==> src/rtl/uart_tx_mmio.sv <==
// uart_tx_mmio: memory-mapped 8N1 UART transmitter with a busy/done status word.
module uart_tx_mmio #(
    parameter int WORD_LENGTH = 32,
    parameter int BAUD_DIV    = 434,
    parameter int CNT_WIDTH   = 16
) (
    input  logic                   clk,
    input  logic                   reset,
    input  logic                   enableUART,
    input  logic                   MemWrite,
    input  logic [WORD_LENGTH-1:0] WriteData,
    output logic [WORD_LENGTH-1:0] ReadData,
    output logic                   tx,
    output logic                   busy
);
    localparam logic [1:0] IDLE  = 2'd0;
    localparam logic [1:0] START = 2'd1;
    localparam logic [1:0] DATA  = 2'd2;
    localparam logic [1:0] STOP  = 2'd3;
    localparam logic [CNT_WIDTH-1:0] LAST = CNT_WIDTH'(BAUD_DIV - 1);

    logic [1:0]           state_q, state_d;
    logic [7:0]           shift_q, shift_d;
    logic [CNT_WIDTH-1:0] cnt_q, cnt_d;
    logic [2:0]           idx_q, idx_d;
    logic                 done_q, done_d;
    logic                 busy_q, busy_d;
    logic                 last, accept;
    logic                 unused_bits;

    assign unused_bits = ^WriteData[WORD_LENGTH-1:8];
    assign last        = cnt_q == LAST;
    assign accept      = enableUART && MemWrite && !busy_q;

    always_comb begin
        state_d = state_q;
        shift_d = shift_q;
        idx_d   = idx_q;
        done_d  = done_q;
        cnt_d   = last ? '0 : cnt_q + 1'b1;
        case (state_q)
            IDLE: begin
                cnt_d = '0;
                if (accept) begin
                    shift_d = WriteData[7:0];
                    done_d  = 1'b0;
                    state_d = START;
                end
            end
            START: begin
                if (last) begin
                    idx_d   = 3'd0;
                    state_d = DATA;
                end
            end
            DATA: begin
                if (last) begin
                    shift_d = shift_q >> 1;
                    idx_d   = idx_q + 3'd1;
                    state_d = idx_q == 3'd7 ? STOP : DATA;
                end
            end
            default: begin
                if (last) begin
                    done_d  = 1'b1;
                    state_d = IDLE;
                end
            end
        endcase
        busy_d = state_d != IDLE;
    end

    always_ff @(posedge clk or negedge reset) begin
        if (!reset) begin
            state_q <= IDLE;
            shift_q <= '0;
            cnt_q   <= '0;
            idx_q   <= '0;
            done_q  <= 1'b0;
            busy_q  <= 1'b0;
        end else begin
            state_q <= state_d;
            shift_q <= shift_d;
            cnt_q   <= cnt_d;
            idx_q   <= idx_d;
            done_q  <= done_d;
            busy_q  <= busy_d;
        end
    end

    // tx decodes registered state, so an asynchronous reset forces it high at once
    assign tx       = state_q == START ? 1'b0 : state_q == DATA ? shift_q[0] : 1'b1;
    assign busy     = busy_q;
    assign ReadData = {{(WORD_LENGTH-2){1'b0}}, done_q, busy_q};
endmodule

==> config.mk <==
export PLATFORM = sky130hd
export DESIGN_NAME = uart_tx_mmio
export DESIGN_NICKNAME = d
export VERILOG_FILES = /design/src/rtl/uart_tx_mmio.sv
export SDC_FILE = /design/constraint.sdc
export NUM_CORES = 1
export LEC_CHECK = 0
export BUFFER_PORTS_ARGS = -buffer_cell sky130_fd_sc_hd__buf_2
export CAP_MARGIN = 30
export CELL_PAD_IN_SITES_DETAIL_PLACEMENT = 1
export CELL_PAD_IN_SITES_GLOBAL_PLACEMENT = 2
export CORE_MARGIN = 2
export CORE_UTILIZATION = 26
export DETAILED_ROUTE_END_ITERATION = 7
export GPL_ROUTABILITY_DRIVEN = 0
export PLACE_DENSITY_LB_ADDON = 0.1
export SLEW_MARGIN = 40
export SYNTH_ARGS = -nofsm -noshare
export SYNTH_HDL_FRONTEND = slang
export SYNTH_SLANG_ARGS = --single-unit
export TNS_END_PERCENT = 10
==> constraint.sdc <==
create_clock -name clk -period 1.7 [get_ports clk]
set_clock_uncertainty 0.1 [all_clocks]
set_input_delay 0 -clock clk [delete_from_list [all_inputs] [get_ports clk]]
set_output_delay 0 -clock clk [all_outputs]
set_load 0.01 [all_outputs]
Word level (Yosys, flattened, before mapping)
Cells that the tools add are included.
- shifts and indexed selects: 0
- magnitude comparators: 0
- equality and inequality tests: 7
- $add $sub $neg: 2
- multiplexer cells: 19
- multipliers: 0
- divide/modulo/power cells: 0
- reduce and logical (&&, ||, !) cells: 12
- bitwise logic cells: 1
- operators by type and width (cell ; count):
    16-bit 2-to-1 mux ; 2
    16-bit by 1-bit adder with 16-bit output (second input constant) ; 1
    16-bit by 9-bit equality test with 1-bit output (second input constant) ; 1
    8-bit 2-to-1 mux ; 2
    8-bit one-hot mux with 2 select lines ; 1
    3-bit AND reduction ; 3
    2-bit 2-to-1 mux ; 4
    2-bit nonzero test ; 4
    3-bit 2-to-1 mux ; 2
    2-bit != test (second input constant) ; 3
    2-bit one-hot mux with 3 select lines ; 1
    3-bit one-hot mux with 2 select lines ; 1
    1-bit 2-to-1 mux ; 5
    3-bit by 1-bit adder with 3-bit output (second input constant) ; 1
    3-bit equality test (second input constant) ; 1
    2-bit by 1-bit equality test with 1-bit output (second input constant) ; 1
    2-bit equality test (second input constant) ; 1
    1-bit logical AND ; 2
    2-bit zero test ; 1
    1-bit one-hot mux with 2 select lines ; 1
    2-bit OR reduction ; 1
    1-bit zero test ; 1
    1-bit NOT ; 1
- bits in latches: 0
- bits of input ports: 36
- memory bits (writable): 0
- word-level logic and storage cells: 47
- register bits after elaboration: 31
- memories kept: 0
- bits in read-only memories: 0

Depth between registers and ports, before layout
- word-level depth: 5
- depth in mapped cells: 9

Worst setup path after synthesis
No wires, ideal clock.
- path type: reg-to-reg
- from: register state_q[0]
- to: register shift_q[5]
- arrival: 1584 ps
- cell stages (with the launch flop): 10
- period minus slack after synthesis: 1757 ps
- data required time: 1527 ps
- setup time: 73 ps
- setup slack: -57 ps
- cell sequence: dfrtp_1 inv_1 ha_1 clkbuf_1 nor2_1 a21o_1 a21oi_4 buf_6 nor2_1 a21oi_2
- word-level cells in the longest chain between the ends: 3
- elaborated cells between the ends (all ways): 7
- classes of those cells: eq/ne (3); mux (1); reduce/logical (3)
- RTL lines (what ; RTL line ; source):
    start: declaration ; 22 ; logic [1:0] state_q, state_d;
    start signal: assignment ; 82 ; state_q <= state_d;
    2-bit equality test or 2-bit zero test (tied branches) ; 41 ; case (state_q)
    2-bit != test (no line) or 2-bit nonzero test (tied branches) ; - ;
    3-bit AND reduction (no line) ; - ;
    end signal: assignment ; 83 ; shift_q <= shift_d;
    end: declaration ; 23 ; logic [7:0] shift_q, shift_d;
Several ways; a longest one is shown, not always the timed one.
A chain may end at the register's enable or synchronous reset.

Worst setup path after layout
- from: register cnt_q[1]
- to: register busy_q, in the netlist busy
- word-level cells in the longest chain between the ends: 4
- elaborated cells between the ends (all ways): 6
- classes of those cells: eq/ne (1); mux (4); reduce/logical (1)
- RTL lines (what ; RTL line ; source):
    start: declaration ; 24 ; logic [CNT_WIDTH-1:0] cnt_q, cnt_d;
    start signal: assignment ; 84 ; cnt_q <= cnt_d;
    16-bit by 9-bit equality test with 1-bit output (*) ; 32 ; assign last = cnt_q == LAST;
    2-bit 2-to-1 mux (on tied branches) ; 64, 51, 57 ;
    2-bit one-hot mux with 3 select lines (*) ; 41 ;
    via state_d[0] ; 22 ;
    2-bit nonzero test (*) ; 70 ; busy_d = state_d != IDLE;
    via busy_d ; 27 ; logic busy_q, busy_d;
    end signal: assignment ; 87 ; busy_q <= busy_d;
    end: declaration ; 27 ;
Mark *: on every way through the listed nets, which the timed path passes. The rest lies on a longest branch.

==> key figures <==
Outcome
  – Run status: finished, violations left
  – Failing checks: setup timing

Pwr
  – Sw Pwr: ~350 uW
  – Clk pwr share: a little under half
  – Worst IR Drop VDD: 0.357 mV
  – Net Sw Frac: between 20 and 25%
  – Pleak: around 1.1 nW
  – Pint: 1.25 mW
  – Comb pwr share: 5.6%
  – PD cells: 667 nW/um^2
  – Sequential Power Share: between 40% and 50%

Die
  – Die ar.: 7890 sq um
  – Core area: around 7000 sq um
  – Io pins: 70
  – Initial core utilization: between 20% and 30%
  – Die height: 88.9 um
  – Die X: approximately 89 um
  – Num rows: 30

Setup path
  – Crit-path cells: inv_1, ha_1, nor3b_4, nand4_4, o311ai_2, nand3_1, or2_1
  – Worst setup SP type: register
  – Peak per-stage delay on the critical path: between 300 and 400 ps
  – Setup slack, reg-to-reg: -40 ps
  – Slowest cell on crit path: dfrtp_1
  – Endpoint type of the worst setup path: register
  – Worst Path Required: about 1800 ps
  – Crit-path max FO: 5
  – Critical path type: reg -> reg
  – R2R depth: 7
  – Data arrival, critical path: ~1800 ps

STA
  – WHS: between 80 and 90 ps
  – RSZ-0062 raised after global routing: yes
  – Setup TNS: -56.9 ps
  – Rel. slew slack: between 50% and 60%
  – Fin. max-slew vios: 0
  – Final worst path period share: 103%
  – Max Fclk: 573 MHz
  – Endpoints failing setup: 4
  – Minimum clock period after layout: 1740 ps
  – Final hold violation count: 0
  – Worst-Margin Slew: 727 ps
  – Setup WS post-layout: -43.8 ps

Job
  – Maxcap violations: 0

GRT
  – Initial antenna violation count: 0
  – Largest net degree at the start of global routing: 32
  – Global-route wire length before repair: approximately 6.7 mm
  – Vias in the first global route: between 1000 and 1500
  – Gr ovfl total: 0
  – GRT Util Overall: 11.2%

CTS
  – Worst skew pair latency: around 290 ps
  – Clock H-tree levels: 2
  – CTS max path bufs: 2
  – TritonCTS buffer count: 5
  – CTS tree: yes
  – Clock transition at path regs: 80 ps
  – Clock Sinks: 31
  – Root buf cell: clkbuf_8

Detailed routing
  – Post-route ant nets: 0
  – Routed vias/inst: about 4.1
  – Drt first pass iters: 2
  – Drt wl/cell: about 12 um
  – Drt drc: 0
  – Initial DRC Count: 31
  – Total Wirelength: 4.03 mm
  – Vias: 1360

Worst hold path
  – Worst hold path type: in -> reg
  – Hold path depth: 4

Synthesis
  – Sequential area share after synthesis: 41.4%
  – Post-synthesis cell count: ~190
  – Seq cells post-synth: 31
  – Synth top area share: 41.4%
  – Top cells by area, synth: dfrtp_1 (41%), buf_4 (13%), nor2_1 (6.0%), ha_1 (5.3%), mux2i_1 (3.7%)
  – Avg Synthesized Cell Area: around 10 sq um
  – Yosys top cell by area: dfrtp_1
  – Total number of yosys warnings: 0
  – Cell variety after synth: 36
  – Mapped Area: between 1500 and 2000 sq um

Final layout
  – Antenna cells: 0
  – Nets: around 280
  – Layout area overhead: 28.7%
  – Layout cell share with drive strength beyond 1: roughly 30%
  – Finished Cell Area: about 2400 sq um

Place
  – Port Buffers: 15
  – HPWL after detailed placement: around 2.9 mm
  – Place WS: -123 ps
  – Area after DPL: approximately 2100 sq um
==> kinds of logic after synthesis <==
kind of cell / after synthesis / synth area share (%)
flops: 31 / 41.4
buf+inv: 43 / 15.6
mux: 8 / 4.35
xor+xnor: 14 / 6.55
simple gates: 61 / 18.7
other cells: 1 / 0.200
fa+ha+maj: 8 / 5.35
compound gates: 21 / 7.82
==> layout by cell type (no fill, tap or decap), types with 9 or more instances in the layout <==
cell	synthesis	layout
dfrtp_1	31	31
nor2_1	30	30
conb_1	1	30
buf_4	32	24
buf_2	2	15
dlygate4sd3_1	0	9
==> flip-flops by register name (all words and copies together), names as in the netlist <==
register / flops
idx_q: 3
done_q: 1
cnt_q: 16
state_q: 2
busy: 1
shift_q: 8
==> Yosys cell counts (all sizes together) <==
master  instances
a211o           1
nor3b           1
nand3b          2
a21o            1
nor2           30
conb            1
o21ai           4
nor3            2
nand2           6
or2             2
clkbuf          1
a211oi          2
nand4           3
nor4            2
o311ai          1
mux2i           7
and4            4
buf            35
xor2            7
nand4b          1
a21oi          10
nand3           7
and2            1
xnor2           7
mux2            1
dfrtp          31
inv             7
a22o            2
ha              8
==> final timing paths <==
| path | startpoint | endpoint |
|---|---|---|
| min reg2reg | idx_q[2]$_DFFE_PN0P_ | idx_q[2]$_DFFE_PN0P_ |
| max | cnt_q[1]$_DFF_PN0_ | busy$_DFF_PN0_ |
| max reg2reg | cnt_q[1]$_DFF_PN0_ | busy$_DFF_PN0_ |
| min | MemWrite | done_q$_DFFE_PN0P_ |
| min in group asynchronous | reset | busy$_DFF_PN0_ |
| max in group asynchronous | reset | cnt_q[2]$_DFF_PN0_ |
==> area by class of cell <==
class	instances	area, sq um
multi-input cells	142	972
repair buffers	51	397
well taps	96	120
inverters	7	26.3
clock inverters	2	35.0
fillers	825	4460
flip-flops and latches	31	776
clock buffers	6	82.6
==> power by group through the flow <==
stage	logic [mW]	clock network (mW)	registers (mW)
after detailed placement	0.0737	0	0.766
after CTS	0.0896	0.792	0.752
after global routing	0.102	0.828	0.753
final	0.0892	0.765	0.752
after global placement	0.0714	0	0.765
after floorplan	0.0944	0	0.765
==> metal layers <==
metal | track usage, % | part of all wire, % | wire length (um)
met3 | 3.73 | 4.2 | 171
met4 | 3.58 | 0.82 | 33
met2 | 19.1 | 51 | 2070
met5 | 0 | 0 | 0
met1 | 13.2 | 43 | 1750
==> worst max-delay path, delay by kind of cell (launching register included) <==
family,cells,cell delay (ps)
compound gates,1,140
fa+ha+maj,1,140
buf+inv,1,60
flops,1,380
simple gates,4,810
==> what timing repair did <==
action / 4_1_cts / 5_1_grt
setup buffers: 3 / 0
hold buffers: 9 / 0
pin swaps: 4 / 1
hold endpoints to repair: 39 / 0
resized for setup: 11 / 5
endpoints found under the setup margin: 14 / 27
==> stage by stage <==
| step | utilization [%] | std cells | power (mW) |
|---|---|---|---|
| floorplan | - | 216 | 0.859 |
| global placement | 30.8 | 315 | 0.837 |
| detailed placement | 30.8 | 315 | 0.840 |
| CTS | 34.7 | 335 | 1.63 |
| global route | 35.1 | 335 | 1.68 |
| finish | 35.1 | 335 | 1.61 |
Power figures use the tool's default switching activity.
